===== src/rtl/seq_mul.sv =====
// seq_mul: sequential shift-add multiplier, one partial product per clock.
// Signed operands are handled by multiplying magnitudes and negating the
// final product when the operand signs differ.
module seq_mul #(
    parameter int WIDTH = 8
) (
    input  logic                 clk,
    input  logic                 rst_n,
    input  logic                 start,
    input  logic                 sgn,
    input  logic [WIDTH-1:0]     x,
    input  logic [WIDTH-1:0]     y,
    output logic                 busy,
    output logic                 done,
    output logic [2*WIDTH-1:0]   p
);

    localparam int CW = $clog2(WIDTH);
    localparam logic [CW-1:0] LAST = CW'(WIDTH - 1);

    typedef enum logic [1:0] {
        IDLE,
        CALC,
        DONE
    } state_t;

    state_t               state;
    logic [2*WIDTH-1:0]   mcand;    // magnitude of x, shifted left one place per step
    logic [WIDTH-1:0]     mplier;   // magnitude of y, shifted right one place per step
    logic [2*WIDTH-1:0]   acc;
    logic [CW-1:0]        cnt;
    logic                 neg;

    logic [WIDTH-1:0]     mag_x;
    logic [WIDTH-1:0]     mag_y;
    logic                 neg_in;
    logic [2*WIDTH-1:0]   acc_next;
    logic [2*WIDTH-1:0]   result;

    // Operand magnitudes and product sign for the operation being accepted;
    // the most negative value maps to 2**(WIDTH-1), which still fits unsigned.
    always_comb begin
        mag_x  = (sgn && x[WIDTH-1]) ? -x : x;
        mag_y  = (sgn && y[WIDTH-1]) ? -y : y;
        neg_in = sgn & (x[WIDTH-1] ^ y[WIDTH-1]);
    end

    // Accumulator after the current step and the signed-corrected result.
    always_comb begin
        acc_next = acc + (mplier[0] ? mcand : '0);
        result   = neg ? -acc_next : acc_next;
    end

    // Control FSM and datapath registers with registered busy/done/p.
    always_ff @(posedge clk or negedge rst_n) begin
        if (!rst_n) begin
            state  <= IDLE;
            mcand  <= '0;
            mplier <= '0;
            acc    <= '0;
            cnt    <= '0;
            neg    <= 1'b0;
            busy   <= 1'b0;
            done   <= 1'b0;
            p      <= '0;
        end else begin
            case (state)
                IDLE, DONE: begin
                    done <= 1'b0;
                    if (start) begin
                        mcand  <= {{WIDTH{1'b0}}, mag_x};
                        mplier <= mag_y;
                        acc    <= '0;
                        cnt    <= '0;
                        neg    <= neg_in;
                        busy   <= 1'b1;
                        state  <= CALC;
                    end else begin
                        state  <= IDLE;
                    end
                end
                CALC: begin
                    acc    <= acc_next;
                    mcand  <= mcand << 1;
                    mplier <= mplier >> 1;
                    cnt    <= cnt + CW'(1);
                    if (cnt == LAST) begin
                        p     <= result;
                        busy  <= 1'b0;
                        done  <= 1'b1;
                        state <= DONE;
                    end
                end
                default: begin
                    busy  <= 1'b0;
                    done  <= 1'b0;
                    state <= IDLE;
                end
            endcase
        end
    end

endmodule


===== config.mk =====
export PLATFORM = sky130hd
export DESIGN_NAME = seq_mul
export DESIGN_NICKNAME = d
export VERILOG_FILES = /design/src/rtl/seq_mul.sv
export SDC_FILE = /design/constraint.sdc
export NUM_CORES = 1
export LEC_CHECK = 0
export CORE_AREA = 4 4 87 122
export CTS_BUF_LIST = sky130_fd_sc_hd__clkbuf_8
export DETAILED_ROUTE_END_ITERATION = 16
export DIE_AREA = 0 0 91 126
export GPL_TIMING_DRIVEN = 0
export PLACE_DENSITY_LB_ADDON = 0.05
export REMOVE_ABC_BUFFERS = 1
export SLEW_MARGIN = 15
export SYNTH_ARGS = -nofsm -noshare
export SYNTH_HDL_FRONTEND = slang
export SYNTH_SLANG_ARGS = --single-unit
export TNS_END_PERCENT = 20

===== constraint.sdc =====
create_clock -name clk -period 9.81 [get_ports clk]
set_input_delay 0.981 -clock clk [delete_from_list [all_inputs] [get_ports clk]]
set_output_delay 0.981 -clock clk [all_outputs]
set_load 0.01 [all_outputs]

======== Word level (Yosys, flattened, before mapping) ========
Cells that the tools add are included.
cells by class
  add/subtract/negate cells ............... 5
  equal/unequal tests ..................... 5
  muxes and demuxes ....................... 20
  bitwise gates (word level) .............. 2
  reductions and logical operators ........ 9
operators by type and width
  kind                   number
  $mux W16               4
  $pmux W16 S2           2
  $mux W8                3
  $add A16 B16 Y16       1
  $neg A16 Y16           1
  $neg A8 Y8             2
  $pmux W8 S2            1
  $reduce_and A2 Y1      4
  $pmux W3 S2            1
  $mux W1                5
  $ne A2 B2 Y1 const B   2
  $pmux W2 S2            1
  $add A3 B1 Y3 const B  1
  $eq A3 B3 Y1 const B   1
  $mux W3                1
  $eq A2 B1 Y1 const B   1
  $eq A2 B2 Y1 const B   1
  $logic_and A1 B1 Y1    2
  $logic_not A2 Y1       1
  $mux W2                1
  $pmux W1 S2            1
  $reduce_bool A2 Y1     1
  $reduce_or A2 Y1       1
  $and A1 B1 Y1          1
  $xor A1 B1 Y1          1
storage, ports and cells
  register bits after elaboration ......... 64

======== Logic depth before layout (Yosys ltp) ========
  depth after elaboration ................. 4
  gate-level depth with buffers ........... 13

======== Worst setup path before layout ========
OpenSTA, ideal clock, no wires.
  path kind ............................... flip-flop to flip-flop
  start point ............................. register mplier[0]
  end point ............................... register p[15]
  library setup time ...................... 0.123 ns
  arrival time ............................ 3.428 ns
  required time ........................... 9.687 ns
  path slack .............................. 6.259 ns
  stages on the path, launching flop included .. 13
  path buffers ............................ 1
  cells stage by stage .................... dfrtp_1 clkbuf_1 and2_1 ha_1 fa_1 xor2_1 or3_1 or3_1 or3_4 or3b_4 o41ai_4 xnor2_1 o21ai_1
on the way
  cells in the longest elaborated chain, start to end .. 4
ends and longest elaborated chain
  item                    line  RTL
  start, declared         29    logic [WIDTH-1:0] mplier;
  start signal, assigned  72    mplier <= mag_y;
  start signal, assigned  85    mplier <= mplier >> 1;
  $mux W16 *              50    acc_next = acc + (mplier[0] ? mcand : '0);
  $add A16 B16 Y16 *      50
  $neg A16 Y16            51    result = neg ? -acc_next : acc_next;
  $mux W16 *              51
  end signal, assigned    88    p <= result;
  end, declared           15    output logic [2*WIDTH-1:0] p
Mark *: on every way between the ends. The rest lies on a longest branch, timed or not.
A chain may end at the register's enable or synchronous reset.

======== Worst setup path after layout ========
Same ends and word-level chain as after synthesis.

==> out/results.ini <==
[logic_synthesis]
ys_ff_latch=63
synth_top_family_by_area=compound AO/OA/AOI/OAI gates
syn_inst=388
ys_warn_count=0
async_flop_share_pct=100
yosys_most_used_dff=dfrtp_1
synth.distinct_cells=55
synth_xor_area_share_pct=8.37
synth_area_mm2=0.00375
yosys-mux-area-fraction_pct=0.801
synth_seq_area_share_pct=42.0
synth_edf_count=0
synthAdderAreaFrac_pct=7.20
synth_compound_area_share_pct=22.7
syn_avg_cell_area_um2=9.67
synthSimpleGateAreaFrac_pct=15.8

[worst_setup_path]
cp_num_buf_inv=0
cp.depth=11
path_class=register to register
worst_setup_path_end_kind=register
critPathLaunchType=register
r2r_slack_ns=5.98
reg2regPathDepth=11
path_delay_family=simple AND/OR/NAND/NOR gates
critPathRequiredTime_ns=10.02
path_cells=and2_1 > ha_1 > fa_1 > xor2_1 > or3_1 > or3_1 > or3_4 > or3b_4 > o41ai_4 > xnor2_1 > o21ai_1
critPathSlowestCell=dfrtp_1
cpPeakStageDelay_ns=0.54
cp_common_cell=or3_1
crit_arrival_ns=4.03
r2r_end=p[15]
cp_max_fo=17
worstReg2RegStart=mplier[0]

[grt]
grt_pass1_vias=2902
grt_start_max_net_pins=34
antenna_found_initial=0
grt-ovfl-total=0
track_usage_pct=14.9
grt_pass1_wl_mm=13.8

[placement]
dp.cells=524
pre_cts_slack_ns=5.96
gp_congestion=0.771
dp.final_hpwl_mm=5.81
io_buffer_count=37

[floorplanning]
pin_count=38
core_mm2=0.00946
die_h_um=126
die_w_um=91
die_area_mm2=0.0115
rows=42
initial_core_util_pct=39.7

[sta]
fmax_mhz=261
fin_ws_ns=5.98
drv_slew=0
worst_slew_pin_slew_ns=0.957
holdWs_ns=0.475
fin_crit_sh_pct=39.0
timing.setup.tns_ns=0
fin_crit_ns=3.83
grt_setup_unrepaired=no
hold_viol=0
clock-skew-final_ns=0.0112
setup_viol=0
relSlewSlack_pct=36.1

[route]
drt_iter0_markers=109
wl_per_cell_um=14.6
ant_nets=0
num_vias=2873
drtPass1Iterations=4
drc=0
via_per_inst=5.32
drt_wl_total_mm=7.87

[clocking]
ctsResizeCount=0
cts_buffer_depth=2
cts_tree=built
root_buffer=clkbuf_8
cts_made_buffers=9
cts_sinks=63
cts.clk_slew.worst_paths_ns=0.08
post_cts_buffers=0
cts_max_level=3
cts_hold_buf=0
clk_latency_ns=0.35

[final_layout]
fin_nets=466
final_common_cell=dfrtp_1
drive_above_1_share_pct=7.44
finalNonFillerCells=540
multi_input_area_mm2=0.00207
antenna_cells=0
regArea_mm2=0.00158
final_cell_mix=63 x dfrtp_1, 44 x o21ai_0, 42 x nand2_1, 36 x clkdlybuf4s50_1, 21 x a22o_1
fillCellCount=921
area_growth_pct=19.9

[status]
status=complete, no violations

[min_path]
hold_path.class=register to register
hold_end=p[6]
hold-path-cell-count=2
hold_start=p[6]

[pwr]
powerDensity_mw_per_mm2=345
total_power_mw=1.55
peakVddDrop_uv=121
power_leakage_nw=2.00

[flow_run]
max_cap_viol_count=0

-- final cells by class --
| cell class | instances | share of cell area (%) |
|---|---|---|
| inverters | 12 | 1.00 |
| repair buffers | 40 | 9.85 |
| clock buffers | 9 | 2.75 |
| multi-input cells | 299 | 46.1 |
| flip-flops and latches | 63 | 35.0 |
| well taps | 110 | 3.06 |
| clock inverters | 7 | 2.17 |
-- power by group --
group	total, mW	internal (mW)	leakage [nW]	switching (mW)
Clock	0.253	0.143	0.105	0.110
Combinational	0.831	0.395	1.10	0.436
Sequential	0.467	0.379	0.790	0.0882
-- per-layer routing --
metal	part of all wire, %	GRT usage (%)	vias up	wire length, um
li1	-	-	1482	-
met1	46	18.6	1327	3650
met2	48	24.8	53	3800
met3	3.5	2.74	11	275
met4	1.8	6.75	0	145
met5	0	0	-	0
-- worst max path at each step --
stage | slack, ns | end | from
final | 5.98 | p[15] | mplier[0]
after global routing | 5.73 | p[13] | mplier[0]
after CTS | 5.94 | p[15] | mplier[0]
after detailed placement | 5.96 | p[15] | mplier[0]
after global placement | 4.57 | mcand[5] | state[0]
after floorplan | 6.32 | p[15] | mplier[0]
-- registers in the layout, indices dropped and copies added, names as in the netlist --
signal	count
acc	16
busy	1
cnt	3
done	1
mcand	16
mplier	8
neg	1
p	16
state	1
-- cell usage after synthesis, types with 2 or more instances --
cell / instances / area (um^2)
a22oi_1: 14 / 105
o31ai_1: 4 / 30.0
a21o_1: 4 / 30.0
a31oi_1: 3 / 18.8
or3_1: 6 / 37.5
dfrtp_1: 63 / 1580
mux2i_1: 3 / 30.0
nor2_1: 16 / 60.1
clkbuf_1: 10 / 37.5
nand2b_1: 4 / 25.0
nor3_1: 5 / 25.0
o21ai_0: 44 / 220
nor4_1: 2 / 12.5
a21oi_1: 13 / 65.1
xor2_1: 19 / 166
or4_1: 3 / 22.5
nand2_1: 42 / 158
o21bai_1: 3 / 22.5
inv_1: 12 / 45.0
a22o_1: 21 / 184
o311ai_0: 3 / 26.3
nand3_1: 7 / 35.0
ha_1: 20 / 250
and2_1: 18 / 113
xnor2_1: 15 / 131
nor2b_1: 4 / 25.0
o211ai_1: 2 / 15.0
-- kinds of logic after synthesis --
family                   count (synthesis)
AND/OR/NAND/NOR                        116
AO/OA/AOI/OAI                          124
multiplexers                             3
buffers and inverters                   26
flip-flops                              63
adder cells (fa/ha/maj)                 21
XOR/XNOR                                35
-- worst register-to-register path: cells and delay by family (launching register included) --
family | cells | cell delay, ns
XOR/XNOR | 2 | 0.38
AO/OA/AOI/OAI | 2 | 0.30
adder cells (fa/ha/maj) | 2 | 0.63
AND/OR/NAND/NOR | 5 | 1.84
flip-flops | 1 | 0.54
-- through the flow --
stage	area (um^2)	util [%]
after floorplan	3680	-
after global placement	4190	44.3
after detailed placement	4280	45.2
after CTS	4500	47.6
after global routing	4500	47.6
final	4500	47.6
No activity file was read; power rests on OpenSTA's default activity.
